===== config.mk =====
export PLATFORM = sky130hd
export DESIGN_NAME = echo_timing_ctrl
export DESIGN_NICKNAME = d
export VERILOG_FILES = /design/src/rtl/uart_timing_pkg.sv /design/src/rtl/echo_report_tx.sv /design/src/rtl/echo_timing_ctrl.sv
export SDC_FILE = /design/constraint.sdc
export NUM_CORES = 1
export LEC_CHECK = 0
export CAP_MARGIN = 20
export CORE_ASPECT_RATIO = 1.4
export CORE_MARGIN = 4
export CORE_UTILIZATION = 58
export DETAILED_ROUTE_END_ITERATION = 10
export PLACE_DENSITY = 0.81
export SLEW_MARGIN = 15
export SYNTH_ARGS = -nofsm -noshare
export SYNTH_HDL_FRONTEND = slang
export SYNTH_SLANG_ARGS = --single-unit

===== constraint.sdc =====
create_clock -name clk -period 4.8 [get_ports clk]
set_clock_uncertainty 0.2 [all_clocks]
set_input_delay 0.72 -clock clk [delete_from_list [all_inputs] [get_ports clk]]
set_output_delay 0.72 -clock clk [all_outputs]
set_load 0.005 [all_outputs]

===== src/rtl/uart_timing_pkg.sv =====
// Shared definitions for the echo round-trip timing controller: state
// encodings, report frame layout and default probe/timeout settings.
package uart_timing_pkg;

    localparam logic [7:0] DEFAULT_HDR_BYTE       = 8'hA5;
    localparam logic [7:0] DEFAULT_PROBE_BYTE     = 8'h56;
    localparam int         DEFAULT_TIMEOUT_CYCLES = 360_000;

    // Report frame: header, 24-bit average (MSB first), timeouts, mismatches.
    localparam int REPORT_LEN = 6;
    localparam int RPT_IDX_W  = 3;

    // Measurement/sequencing FSM in echo_timing_ctrl.
    typedef enum logic [3:0] {
        ST_IDLE,
        ST_PROBE,
        ST_TX_ACK,
        ST_TX_WAIT,
        ST_ECHO_WAIT,
        ST_NEXT_SAMPLE,
        ST_AVG,
        ST_REPORT,
        ST_FINISH
    } ctrl_state_t;

    // PC UART handshake FSM in echo_report_tx.
    typedef enum logic [1:0] {
        RPT_IDLE,
        RPT_SEND,
        RPT_ACK,
        RPT_WAIT
    } rpt_state_t;

    // Select one byte of the report frame by position.
    function automatic logic [7:0] frame_byte(
        input logic [RPT_IDX_W-1:0] idx,
        input logic [7:0]           hdr,
        input logic [23:0]          avg,
        input logic [7:0]           timeouts,
        input logic [7:0]           mismatches
    );
        logic [7:0] b;
        case (idx)
            3'd0:    b = hdr;
            3'd1:    b = avg[23:16];
            3'd2:    b = avg[15:8];
            3'd3:    b = avg[7:0];
            3'd4:    b = timeouts;
            3'd5:    b = mismatches;
            default: b = 8'h00;
        endcase
        return b;
    endfunction

    // 8-bit increment that sticks at 255 instead of wrapping.
    function automatic logic [7:0] sat_inc8(input logic [7:0] v);
        return (v == 8'hFF) ? v : v + 8'd1;
    endfunction

endpackage


===== src/rtl/echo_report_tx.sv =====
// Streams the 6-byte report frame to the PC UART, one strobe per byte,
// waiting for the UART to go idle between bytes. Pulses frame_done once
// the last byte has left the UART.
module echo_report_tx
    import uart_timing_pkg::*;
#(
    parameter int         CYC_W    = 20,
    parameter logic [7:0] HDR_BYTE = DEFAULT_HDR_BYTE
) (
    input  logic             clk,
    input  logic             rst_n,
    input  logic             go,
    input  logic [CYC_W-1:0] avg,
    input  logic [7:0]       timeouts,
    input  logic [7:0]       mismatches,
    input  logic             pc_tx_busy,
    output logic             pc_tx_start,
    output logic [7:0]       pc_tx_byte,
    output logic             frame_done
);

    localparam logic [RPT_IDX_W-1:0] LAST_IDX = RPT_IDX_W'(REPORT_LEN - 1);

    rpt_state_t           state;
    logic [RPT_IDX_W-1:0] byte_idx;
    logic [23:0]          avg_ext;

    // The average goes out as a 24-bit big-endian field.
    assign avg_ext = 24'(avg);

    // Strobe/ack/wait handshake; the byte register only changes when a new
    // strobe is issued, so it is stable for the whole transmit window.
    always_ff @(posedge clk or negedge rst_n) begin
        if (!rst_n) begin
            state       <= RPT_IDLE;
            byte_idx    <= '0;
            pc_tx_start <= 1'b0;
            pc_tx_byte  <= 8'h00;
            frame_done  <= 1'b0;
        end else begin
            pc_tx_start <= 1'b0;
            frame_done  <= 1'b0;
            case (state)
                RPT_IDLE: begin
                    if (go) begin
                        byte_idx <= '0;
                        state    <= RPT_SEND;
                    end
                end
                RPT_SEND: begin
                    if (!pc_tx_busy) begin
                        pc_tx_byte  <= frame_byte(byte_idx, HDR_BYTE, avg_ext,
                                                  timeouts, mismatches);
                        pc_tx_start <= 1'b1;
                        state       <= RPT_ACK;
                    end
                end
                // UART raises busy a cycle after the strobe; skip that cycle.
                RPT_ACK: begin
                    state <= RPT_WAIT;
                end
                RPT_WAIT: begin
                    if (!pc_tx_busy) begin
                        if (byte_idx == LAST_IDX) begin
                            frame_done <= 1'b1;
                            state      <= RPT_IDLE;
                        end else begin
                            byte_idx <= byte_idx + 3'd1;
                            state    <= RPT_SEND;
                        end
                    end
                end
                default: state <= RPT_IDLE;
            endcase
        end
    end

endmodule


===== src/rtl/echo_timing_ctrl.sv =====
// Round-trip echo timing controller. Sends 2**LOG2_SAMPLES probe bytes
// through the echo UART, times each echo (with a timeout), averages the
// samples with a shift and hands the result to echo_report_tx for the PC.
module echo_timing_ctrl
    import uart_timing_pkg::*;
#(
    parameter int         LOG2_SAMPLES   = 4,
    parameter int         TIMEOUT_CYCLES = DEFAULT_TIMEOUT_CYCLES,
    parameter logic [7:0] PROBE_BYTE     = DEFAULT_PROBE_BYTE,
    parameter int         CYC_W          = 20,
    parameter logic [7:0] HDR_BYTE       = DEFAULT_HDR_BYTE
) (
    input  logic             clk,
    input  logic             rst_n,
    input  logic             start,
    output logic             echo_tx_start,
    output logic [7:0]       echo_tx_byte,
    input  logic             echo_tx_busy,
    input  logic             echo_rx_valid,
    input  logic [7:0]       echo_rx_byte,
    output logic             pc_tx_start,
    output logic [7:0]       pc_tx_byte,
    input  logic             pc_tx_busy,
    output logic             busy,
    output logic             done,
    output logic [CYC_W-1:0] avg_cycles,
    output logic [7:0]       timeouts,
    output logic [7:0]       mismatches
);

    localparam int                  NUM_SAMPLES = 1 << LOG2_SAMPLES;
    localparam int                  ACC_W       = CYC_W + LOG2_SAMPLES;
    localparam int                  SIDX_W      = LOG2_SAMPLES + 1;
    localparam logic [CYC_W-1:0]    TIMEOUT_VAL = CYC_W'(TIMEOUT_CYCLES);
    localparam logic [SIDX_W-1:0]   LAST_SAMPLE = SIDX_W'(NUM_SAMPLES - 1);

    ctrl_state_t       state;
    logic [CYC_W-1:0]  cyc_cnt;
    logic [ACC_W-1:0]  acc;
    logic [SIDX_W-1:0] sample_idx;
    logic [7:0]        timeout_cnt;
    logic [7:0]        mismatch_cnt;
    logic              rpt_go;
    logic              frame_done;

    logic              sample_end;
    logic [CYC_W-1:0]  sample_val;
    logic              sample_timeout;
    logic              sample_mismatch;

    // Decide whether the current sample ends this cycle and with what value.
    // A reply arriving on the timeout cycle wins over the timeout.
    always_comb begin
        sample_end      = 1'b0;
        sample_val      = '0;
        sample_timeout  = 1'b0;
        sample_mismatch = 1'b0;
        if (state == ST_ECHO_WAIT) begin
            if (echo_rx_valid) begin
                sample_end      = 1'b1;
                sample_val      = (cyc_cnt > TIMEOUT_VAL) ? TIMEOUT_VAL : cyc_cnt;
                sample_mismatch = (echo_rx_byte != PROBE_BYTE);
            end else if (cyc_cnt >= TIMEOUT_VAL) begin
                sample_end     = 1'b1;
                sample_val     = TIMEOUT_VAL;
                sample_timeout = 1'b1;
            end
        end
    end

    // Measurement FSM with cycle counter, accumulator and published results.
    // Strobes are registered on entry to the state that owns them, so
    // echo_tx_start is high exactly during the PROBE cycle (cyc_cnt == 0).
    always_ff @(posedge clk or negedge rst_n) begin
        if (!rst_n) begin
            state         <= ST_IDLE;
            cyc_cnt       <= '0;
            acc           <= '0;
            sample_idx    <= '0;
            timeout_cnt   <= 8'h00;
            mismatch_cnt  <= 8'h00;
            rpt_go        <= 1'b0;
            echo_tx_start <= 1'b0;
            echo_tx_byte  <= 8'h00;
            busy          <= 1'b0;
            done          <= 1'b0;
            avg_cycles    <= '0;
            timeouts      <= 8'h00;
            mismatches    <= 8'h00;
        end else begin
            echo_tx_start <= 1'b0;
            done          <= 1'b0;
            rpt_go        <= 1'b0;
            if (state != ST_IDLE && cyc_cnt != '1) begin
                cyc_cnt <= cyc_cnt + CYC_W'(1);
            end
            case (state)
                ST_IDLE: begin
                    if (start) begin
                        acc           <= '0;
                        sample_idx    <= '0;
                        timeout_cnt   <= 8'h00;
                        mismatch_cnt  <= 8'h00;
                        echo_tx_byte  <= PROBE_BYTE;
                        echo_tx_start <= 1'b1;
                        cyc_cnt       <= '0;
                        busy          <= 1'b1;
                        state         <= ST_PROBE;
                    end
                end
                ST_PROBE: begin
                    state <= ST_TX_ACK;
                end
                // Echo UART raises busy one cycle after the strobe.
                ST_TX_ACK: begin
                    state <= ST_TX_WAIT;
                end
                ST_TX_WAIT: begin
                    if (!echo_tx_busy) begin
                        state <= ST_ECHO_WAIT;
                    end
                end
                ST_ECHO_WAIT: begin
                    if (sample_end) begin
                        acc        <= acc + ACC_W'(sample_val);
                        sample_idx <= sample_idx + SIDX_W'(1);
                        if (sample_timeout) begin
                            timeout_cnt <= sat_inc8(timeout_cnt);
                        end
                        if (sample_mismatch) begin
                            mismatch_cnt <= sat_inc8(mismatch_cnt);
                        end
                        state <= (sample_idx == LAST_SAMPLE) ? ST_AVG : ST_NEXT_SAMPLE;
                    end
                end
                ST_NEXT_SAMPLE: begin
                    echo_tx_start <= 1'b1;
                    cyc_cnt       <= '0;
                    state         <= ST_PROBE;
                end
                // Power-of-two sample count: the average is a plain shift.
                ST_AVG: begin
                    avg_cycles <= CYC_W'(acc >> LOG2_SAMPLES);
                    timeouts   <= timeout_cnt;
                    mismatches <= mismatch_cnt;
                    rpt_go     <= 1'b1;
                    state      <= ST_REPORT;
                end
                ST_REPORT: begin
                    if (frame_done) begin
                        done  <= 1'b1;
                        state <= ST_FINISH;
                    end
                end
                ST_FINISH: begin
                    busy  <= 1'b0;
                    state <= ST_IDLE;
                end
                default: begin
                    busy  <= 1'b0;
                    state <= ST_IDLE;
                end
            endcase
        end
    end

    echo_report_tx #(
        .CYC_W    (CYC_W),
        .HDR_BYTE (HDR_BYTE)
    ) u_report (
        .clk         (clk),
        .rst_n       (rst_n),
        .go          (rpt_go),
        .avg         (avg_cycles),
        .timeouts    (timeouts),
        .mismatches  (mismatches),
        .pc_tx_busy  (pc_tx_busy),
        .pc_tx_start (pc_tx_start),
        .pc_tx_byte  (pc_tx_byte),
        .frame_done  (frame_done)
    );

endmodule


==> flow_summary.ini <==
[status]
status = finished, final reports clean

[logic_synthesis]
synth_area_leaders = dfrtp_1 44%, ha_1 6.0%, mux2_2 5.9%, o21ai_0 5.1%, nand2_1 3.7%
synth.distinct_cells = 65
synth_ff_type = dfrtp_1
synth_area_leader_cell = dfrtp_1
synthCells = 738
synth_top_area_share_pct = 44.3
synthArstFlopShare_pct = 100
ys_seq_area_share_pct = 44.3
synth_most_common_cell = dfrtp_1
ys_seq_elements = 125
syn_area_um2 = 7060
synth_common_cells = 125 x dfrtp_1, 72 x o21ai_0, 69 x nand2_1, 69 x nor2_1, 37 x mux2_2
yosysWarningCount = 0
synth-edff-count = 0
syn_avg_cell_area_um2 = 9.56

[finish]
final_util_pct = 70.3
fin_nets = 848
fin_area_um2 = 8350
area_growth_pct = 18.3
final_cells = 959
drive_above_1_share_pct = 11.1
antenna_cells = 0

[die]
initial_core_util_pct = 59.4
core_region_area_um2 = 11900
num_rows = 47
die_w_um = 101
io_pins = 70
die_h_um = 139
dieArea_um2 = 14000

[placed_design]
dpl.hpwl_um = 12700
placed_cells = 927
placed_area_um2 = 7810
place_congestion = 0.916
portBuffers = 65

[critical_path]
worst_path_most_repeated_cell = nand2_1
worst_ep_required_time_ns = 4.90
crit_chain = nand4_1 > o311ai_2 > nand2_1 > o21ai_0 > buf_4 > nor3_1 > fa_1 > a211oi_1 > o21bai_1 > a21bo_4 > a21o_1 > a311o_1 > a32oi_1 > nand2_1
end_kind = flop
crit_start = cyc_cnt[9]$_DFF_PN0_
worstPathMaxFanout = 12
slowest_stage = dfrtp_1
critical_path_class = flop to flop
max_stage_delay_ns = 0.46
path_delay_family = compound AO/OA/AOI/OAI gates
cp.buffers_inverters = 1
critPathLaunchType = flop
crit_arrival_ns = 4.46
timing.rr.start = cyc_cnt[9]$_DFF_PN0_

[drt]
dr.pass1.iters = 5
final_antenna_net_count = 0
drc_errors = 0
viasPerCell = 6.22
totalWireLength_um = 17500
routedWlPerCell_um = 18.2
first_iter_violations = 381
num_vias = 5967

[grt]
grt_pass1_wl_um = 29300
grt_usage_pct = 26.1
antenna_found_initial = 0
grt_pass1_vias = 5985
overflow = 0
grt_max_degree = 77

[clocking]
path_clk_slew_ns = 0.06
ctsResizeCount = 0
cts_buffers = 17
cts_hold_buf = 0
clock-root-buffer = clkbuf_16
ctsLongestPathBuffers = 2
clkSinkCount = 125
tritoncts = built
clock_latency_ns = 0.42
post-cts-setup-buffer-count = 0
htreeDepth = 4

[sta]
fmax_mhz = 229
finalCritPeriodShare_pct = 90.9
period_needed_ns = 4.36
hold_viol_final = 0
worstMarginPinSlew_ns = 1.04
finalSetupViolCount = 0
fin_tns_setup_ns = 0
slew_violations = 0
rsz0062_at_grt = no
slew_headroom_pct = 30.3

[power]
ir_drop_v = 0.000292
power_uw = 3760
leakagePower_uw = 0.00379
p_per_area_nw_per_um2 = 451

[worst_hold_path]
hold_class = input pin to asynchronous set/reset pin

[flow_run]
max_cap_violations = 0
area by class of cell:
cell class,instances,area (µm²)
multi-input combinational,562,3710
clock inverter,14,110
clock buffer,18,429
tap,147,184
inverter,20,75.1
fill,880,3530
timing repair buffer,73,708
sequential,125,3130
through the flow:
stage	setup WS [ns]	hold WS, ns
2_1_floorplan	0.775	0.224
3_3_place_gp	0.561	0.253
6_report	0.437	0.247
5_1_grt	0.0985	0.300
4_1_cts	0.449	0.275
3_5_place_dp	0.516	0.260
layout by cell type, fill, tap and decap left out, drive strengths merged, types with 16 or more instances in the layout:
cell type / synthesis / routed
dfrtp: 125 / 125
o21ai: 75 / 75
nor2: 69 / 69
nand2: 69 / 69
clkdlybuf4s50: 0 / 64
mux2: 37 / 37
ha: 34 / 34
a21oi: 31 / 31
nand3: 26 / 26
inv: 20 / 26
and3: 21 / 21
clkbuf: 19 / 18
xor2: 16 / 16
nor3: 16 / 16
registers in the layout (all words and copies together) (netlist names), 2 cells and up:
signal and cells:
mismatches 8, avg_cycles 20, timeout_cnt 8, timeouts 8
acc 24, cyc_cnt 20, u_report.byte_idx 3, mismatch_cnt 8
sample_idx 5, state 4, u_report.state 2, u_report.pc_tx_byte 8
cells by family after synthesis:
logic type	count (synthesis)	share of synthesized area, %
muxes	38	6.05
AOI/OAI and AO/OA	202	19.1
other	1	0.0531
xor gates and xnor gates	29	3.60
DFF	125	44.3
and+or+nand+nor	253	17.1
buffers and inverters	55	3.46
adders and majority gates	35	6.31
power by group:
part | total [µW] | switching [µW] | internal (µW)
sequential | 1430 | 205 | 1230
combinational | 1160 | 648 | 510
clock | 1170 | 502 | 668
metal layers:
metal | global-route usage (%) | vias to the layer above | part of all wire [%]
li1 | - | 2799 | -
met3 | 4.79 | 49 | 5.1
met2 | 43.1 | 219 | 51
met5 | 0 | - | 0
met1 | 32.3 | 2900 | 40
met4 | 12.9 | 0 | 3.9
final timing paths:
check	to	slack, ns	depth (start not counted)
max in group asynchronous	echo_tx_start$_DFF_PN0_	3.20	2
hold / removal	mismatch_cnt[5]$_DFFE_PN0P_	0.25	1
min in group clk	u_report.pc_tx_byte[1]$_DFFE_PN0P_	0.27	2
setup / recovery	acc[22]$_DFFE_PN0P_	0.44	14
hold reg to reg	u_report.pc_tx_byte[1]$_DFFE_PN0P_	0.27	2
setup reg to reg	acc[22]$_DFFE_PN0P_	0.44	14
(Power assumes the default switching activity.)
